$ cat config.mk
export PLATFORM = sky130hd
export DESIGN_NAME = csr_trap_ctrl
export DESIGN_NICKNAME = d
export VERILOG_FILES = /design/src/rtl/csr_pkg.sv /design/src/rtl/csr_shadow.sv /design/src/rtl/csr_trap_ctrl.sv
export SDC_FILE = /design/constraint.sdc
export NUM_CORES = 1
export LEC_CHECK = 0
export CORE_MARGIN = 2
export CORE_UTILIZATION = 43
export DETAILED_ROUTE_END_ITERATION = 8
export PLACE_DENSITY_LB_ADDON = 0.3
export SKIP_LAST_GASP = 1
export SYNTH_ARGS = -nofsm -noshare
export SYNTH_HDL_FRONTEND = slang
export SYNTH_SLANG_ARGS = --single-unit
$ cat constraint.sdc
create_clock -name clk -period 4.4 [get_ports clk]
set_clock_uncertainty 0.15 [all_clocks]
set_input_delay 0.44 -clock clk [delete_from_list [all_inputs] [get_ports clk]]
set_output_delay 0.44 -clock clk [all_outputs]
set_load 0.02 [all_outputs]
$ cat src/rtl/csr_pkg.sv
// Shared definitions for the machine-mode CSR trap sequencer:
// CSR addresses, status/enable bit positions, cause codes and the sequencer state type.
package csr_pkg;

  localparam logic [11:0] CSR_MSTATUS = 12'h300;
  localparam logic [11:0] CSR_MIE     = 12'h304;
  localparam logic [11:0] CSR_MEPC    = 12'h341;
  localparam logic [11:0] CSR_MIP     = 12'h344;

  localparam int MSTATUS_MIE    = 3;
  localparam int MSTATUS_MPIE   = 7;
  localparam int MSTATUS_MPP_HI = 12;
  localparam int MSTATUS_MPP_LO = 11;
  localparam int MEIX           = 11;
  localparam int MTIX           = 7;

  localparam logic [4:0] CAUSE_MEI = 5'd11;
  localparam logic [4:0] CAUSE_MTI = 5'd7;

  typedef enum logic [2:0] {
    IDLE,
    T_MEPC,
    T_MIP,
    T_STATUS,
    T_JUMP,
    R_EPC,
    R_STATUS,
    R_JUMP
  } csr_seq_e;

  // Trap entry: stash MIE into MPIE, mask interrupts, record machine mode as previous privilege.
  function automatic logic [31:0] trap_status(input logic [31:0] s);
    logic [31:0] r;
    r = s;
    r[MSTATUS_MPIE] = s[MSTATUS_MIE];
    r[MSTATUS_MIE]  = 1'b0;
    r[MSTATUS_MPP_HI:MSTATUS_MPP_LO] = 2'b11;
    return r;
  endfunction

  function automatic logic [31:0] mret_status(input logic [31:0] s);
    logic [31:0] r;
    r = s;
    r[MSTATUS_MIE]  = s[MSTATUS_MPIE];
    r[MSTATUS_MPIE] = 1'b1;
    return r;
  endfunction

endpackage

$ cat src/rtl/csr_shadow.sv
// Local copies of mstatus and mie, kept coherent by snooping every write
// that reaches the CSR file, whether issued by the core or by the sequencer.
module csr_shadow
  import csr_pkg::*;
(
  input  logic        clk,
  input  logic        rst,
  input  logic        wr,
  input  logic [11:0] addr,
  input  logic [31:0] wdata,
  output logic [31:0] sh_mstatus,
  output logic [31:0] sh_mie
);

  always_ff @(posedge clk or posedge rst) begin
    if (rst) begin
      sh_mstatus <= '0;
      sh_mie     <= '0;
    end else if (wr) begin
      if (addr == CSR_MSTATUS) sh_mstatus <= wdata;
      if (addr == CSR_MIE)     sh_mie     <= wdata;
    end
  end

endmodule

$ cat src/rtl/csr_trap_ctrl.sv
// Arbiter/sequencer for the single-port machine-mode CSR file: trap entry and mret.
// Define CSR_VECTORED_IRQ_EN to jump to VECTOR_BASE + cause*4 instead of VECTOR_BASE.
module csr_trap_ctrl
  import csr_pkg::*;
#(
  parameter logic [31:0] VECTOR_BASE = 32'h0000_0100
) (
  input  logic        clk,
  input  logic        rst,
  input  logic        irq_ext,
  input  logic        irq_timer,
  input  logic [31:0] pc,
  input  logic        is_mret,
  input  logic        core_csr_rd,
  input  logic        core_csr_wr,
  input  logic [11:0] core_addr,
  input  logic [31:0] core_wdata,
  output logic [31:0] core_rdata,
  output logic        csr_rd,
  output logic        csr_wr,
  output logic [11:0] csr_addr,
  output logic [31:0] csr_wdata,
  input  logic [31:0] csr_rdata,
  output logic        stall,
  output logic        redirect,
  output logic [31:0] redirect_pc
);

  csr_seq_e    state, state_next;
  logic [31:0] sh_mstatus, sh_mie;
  logic [31:0] pc_q, epc_q;
  logic [4:0]  cause_q;
  logic        ext_q, tmr_q;
  logic        ext_en, tmr_en, take_trap, take_mret;
  logic [31:0] trap_target;
  logic        unused_mie;

  csr_shadow u_shadow (
    .clk        (clk),
    .rst        (rst),
    .wr         (csr_wr),
    .addr       (csr_addr),
    .wdata      (csr_wdata),
    .sh_mstatus (sh_mstatus),
    .sh_mie     (sh_mie)
  );

  assign unused_mie = ^{sh_mie[31:12], sh_mie[10:8], sh_mie[6:0]};

  assign ext_en    = irq_ext & sh_mie[MEIX];
  assign tmr_en    = irq_timer & sh_mie[MTIX];
  assign take_trap = ~rst & (state == IDLE) & sh_mstatus[MSTATUS_MIE] & (ext_en | tmr_en);
  assign take_mret = ~rst & (state == IDLE) & ~take_trap & is_mret;

`ifdef CSR_VECTORED_IRQ_EN
  assign trap_target = VECTOR_BASE + {25'b0, cause_q, 2'b0};
`else
  logic unused_cause;
  assign unused_cause = ^cause_q;
  assign trap_target  = VECTOR_BASE;
`endif

  always_ff @(posedge clk or posedge rst) begin
    if (rst) state <= IDLE;
    else     state <= state_next;
  end

  // Interrupt context is frozen in the IDLE cycle so lines dropping mid-sequence don't matter.
  always_ff @(posedge clk or posedge rst) begin
    if (rst) begin
      pc_q    <= '0;
      epc_q   <= '0;
      cause_q <= '0;
      ext_q   <= 1'b0;
      tmr_q   <= 1'b0;
    end else begin
      if (take_trap) begin
        pc_q    <= pc;
        cause_q <= ext_en ? CAUSE_MEI : CAUSE_MTI;
        ext_q   <= ext_en;
        tmr_q   <= tmr_en;
      end
      if (state == R_EPC) epc_q <= csr_rdata;
    end
  end

  always_comb begin
    state_next  = state;
    core_rdata  = '0;
    csr_rd      = 1'b0;
    csr_wr      = 1'b0;
    csr_addr    = '0;
    csr_wdata   = '0;
    stall       = 1'b1;
    redirect    = 1'b0;
    redirect_pc = '0;
    case (state)
      IDLE: begin
        if (take_trap) begin
          state_next = T_MEPC;
        end else if (take_mret) begin
          state_next = R_EPC;
        end else begin
          stall = 1'b0;
          if (!rst) begin
            csr_rd     = core_csr_rd;
            csr_wr     = core_csr_wr;
            csr_addr   = core_addr;
            csr_wdata  = core_wdata;
            core_rdata = csr_rdata;
          end
        end
      end
      T_MEPC: begin
        csr_wr     = 1'b1;
        csr_addr   = CSR_MEPC;
        csr_wdata  = pc_q;
        state_next = T_MIP;
      end
      T_MIP: begin
        csr_wr     = 1'b1;
        csr_addr   = CSR_MIP;
        csr_wdata  = {20'b0, ext_q, 3'b0, tmr_q, 7'b0};
        state_next = T_STATUS;
      end
      T_STATUS: begin
        csr_wr     = 1'b1;
        csr_addr   = CSR_MSTATUS;
        csr_wdata  = trap_status(sh_mstatus);
        state_next = T_JUMP;
      end
      T_JUMP: begin
        redirect    = 1'b1;
        redirect_pc = trap_target;
        state_next  = IDLE;
      end
      R_EPC: begin
        csr_rd     = 1'b1;
        csr_addr   = CSR_MEPC;
        state_next = R_STATUS;
      end
      R_STATUS: begin
        csr_wr     = 1'b1;
        csr_addr   = CSR_MSTATUS;
        csr_wdata  = mret_status(sh_mstatus);
        state_next = R_JUMP;
      end
      R_JUMP: begin
        redirect    = 1'b1;
        redirect_pc = epc_q;
        state_next  = IDLE;
      end
      default: state_next = IDLE;
    endcase
  end

endmodule

==> results.cfg <==
[status]
status = completed

[clock_tree]
cts_tree = done
cts-root-buf = clkbuf_16
clk_pin_slew_ns = 0.06
h-tree-depth = 3
clockBufferDepth = 2
cts_buffers = 9
ctsHoldBuffers = 0
clk_latency_ns = 0.34
cts_resized = 0
cts_sinks = 103
cts_setup_buffers = 0

[setup_path]
slowest_delay_ns = 0.65
crit_fanout = 45
worstPathCellList = or4_1 > a211oi_4 > buf_4 > a222oi_1 > nor2_1 > clkdlybuf4s50_1
critPathLaunchType = register
cp.required_ns = 3.81
endpoint_kind = output port
crit_type = reg2out
slowest_stage = or4_1
cp_data_arrival_time_ns = 3.26

[synth]
ys_seq_area_share_pct = 49.7
syn-instance-count = 450
synth-simple-area-share_pct = 14.5
synth-edff-count = 0
async_flop_share_pct = 100
synth_nets = 565
synth_compound_area_share_pct = 9.62
synth_cell_types = 35
synth_xor_area_share_pct = 0
ys_dominant_reg_cell = dfrtp_1
syn-cell-area_um2 = 5190
ys_seq_elements = 103
yosys_warnings = 0
synthAdderAreaFrac_pct = 0
avgSynthCellArea_um2 = 11.5
synth_top_family_by_area = multiplexers
synth_mux_area_share_pct = 22.8

[global_routing]
grt_overflow = 0
grt_pass1_wl_um = 23000
track_usage_pct = 22.6
antenna_found_initial = 0
grt_pass1_vias = 4554
grt_start_max_net_pins = 64

[hold_path]
hold_class = reg2reg

[sta]
worstMarginPinSlew_ns = 0.994
rsz0062_at_grt = no
setup_viol = 0
fin_crit_sh_pct = 87.5
finalMaxSlewViolations = 0
worst_slew_margin_rel_pct = 33.7
hold_violations = 0
fin_crit_ns = 3.85
fmax_ghz = 0.260
setup_tns_ns = 0

[final_layout]
n_antenna_cell = 0
multi_input_area_um2 = 2450
area_delta_synth_final_pct = 51.3
register_area_um2 = 2580
layout-drive-gt1-share_pct = 13.6
fin_nets = 778
finish.utilization_pct = 65.9
fillers = 947

[detailed_routing]
dr.pass1.iters = 5
wl_per_cell_um = 18.1
antenna_left = 0
drc = 0
wl_um = 14700
vias = 4437
vias_per_cell = 5.45
drt_iter0_drc = 296

[floorplanning]
ios = 227
fp-row-count = 40
initial_utilization_pct = 43.6
core_um2 = 11900
die_w_um = 114
die_area_um2 = 13000
dieHeight_um = 114

[pwr]
ir_drop_v = 0.000298
p_leak_uw = 0.00349
internal_power_uw = 2590
power_switching_uw = 1520
power_frac_clock_pct = 18.5
sequentialPowerShare_pct = 34.9
comb_power_share_pct = 46.6
switching_share_pct = 36.9
powerDensity_nw_per_um2 = 524

[job]
drv_cap = 0

[place]
hpwl_um = 10600
io_buffers = 226
gp_congestion = 0.844
-- metal layers --
metal	vias to the layer above	track usage, %	part of all wire, %
met2	203	40.0	50
met3	16	5.26	8.1
met4	0	6.67	1.2
met1	2179	27.6	41
li1	2039	-	-
met5	-	0	0
-- power by group through the flow --
stage	sequential, µW	combinational (µW)	clock (µW)
after floorplan	1360	1250	0
after global placement	1430	1890	0
after detailed placement	1450	1920	0
after CTS	1430	1930	782
after global routing	1470	2050	832
final	1440	1920	759
-- cell usage in the layout, fill, tap and decap left out, types with 2 or more instances in the layout --
cell and instances:
nor2_1 42, mux2i_1 8, a222oi_1 20, or4_1 2, clkdlybuf4s50_1 226, and2_1 73, a21o_1 2, clkbuf_16 9
a21oi_1 8, and3_1 2, inv_1 5, nand3_1 2, mux2_2 64, dfrtp_1 103, clkbuf_8 3, a221o_1 10
nand2_1 14, o41ai_1 2, a22o_1 3, buf_4 9, mux2_1 34, nor3_1 4, o21ai_0 5
-- area by class of cell --
cell class | count | area share [%]
Sequential cell | 103 | 32.8
Multi-Input combinational cell | 308 | 31.2
Timing Repair Buffer | 235 | 29.7
Clock buffer | 13 | 3.44
Tap cell | 147 | 2.34
Inverter | 6 | 0.319
Clock inverter | 2 | 0.175
-- per-stage QoR --
step	instance area, µm²	power (µW)	hold slack [ns]	setup WS [ns]	cells
global placement	7560	3320	0.316	0.658	799
floorplan	5190	2620	0.295	1.11	450
detailed placement	7560	3370	0.324	0.614	799
finish	7850	4110	0.342	0.548	814
CTS	7850	4150	0.338	0.583	814
global route	7850	4360	0.357	0.405	814
-- Yosys cell counts (2+ instances only) --
cell        n  share of area [%]
clkbuf_1   23                1.7
or4_1       2               0.29
mux2_2     64                 14
a22o_1      3               0.51
buf_6       3               0.65
o41ai_1     2               0.34
a21oi_1     8               0.77
a221o_1    10                1.9
o21ai_0     5               0.48
mux2i_1     8                1.5
and3_1      2               0.24
dfrtp_1   103                 50
inv_1       6               0.43
nand3_1     2               0.19
buf_2       3               0.29
nor3_1      4               0.39
nor2_1     42                3.0
nand2_1    15                1.1
and2_1     73                8.8
buf_1       4               0.29
a21o_1      2               0.29
mux2_1     34                7.4
a222oi_1   20                3.9
-- worst paths after layout --
kind	startpoint	end	slack, ns	cells after the start
worst max-delay path	state[2]$_DFFE_PP0P_	csr_wdata[6]	0.55	6
worst min-delay path	u_shadow.sh_mstatus[26]$_DFFE_PP0P_	u_shadow.sh_mstatus[26]$_DFFE_PP0P_	0.34	1
worst max register to register	state[2]$_DFFE_PP0P_	u_shadow.sh_mstatus[5]$_DFFE_PP0P_	0.88	7
worst min register to register	u_shadow.sh_mstatus[26]$_DFFE_PP0P_	u_shadow.sh_mstatus[26]$_DFFE_PP0P_	0.34	1
max in group asynchronous	rst	u_shadow.sh_mstatus[7]$_DFFE_PP0P_	2.71	3
min in group asynchronous	rst	epc_q[30]$_DFFE_PP0P_	0.57	2
-- worst max-delay path: cells and delay by family, from the launching register on --
kind | cells | cell delay, ns
AND/OR/NAND/NOR | 2 | 0.89
AO/OA/AOI/OAI | 2 | 0.41
buffers and inverters | 2 | 1.04
flip-flops | 1 | 0.57
-- cells by family after synthesis --
logic type,after synthesis
buf+inv,39
simple gates,144
mux,106
compound gates,58
flops,103
-- state kept, by name (all words and copies together) (netlist names) --
register	flops
epc_q	32
ext_q	1
pc_q	32
state	3
tmr_q	1
u_shadow.sh_mie	2
u_shadow.sh_mstatus	32
(Power assumes the default switching activity.)
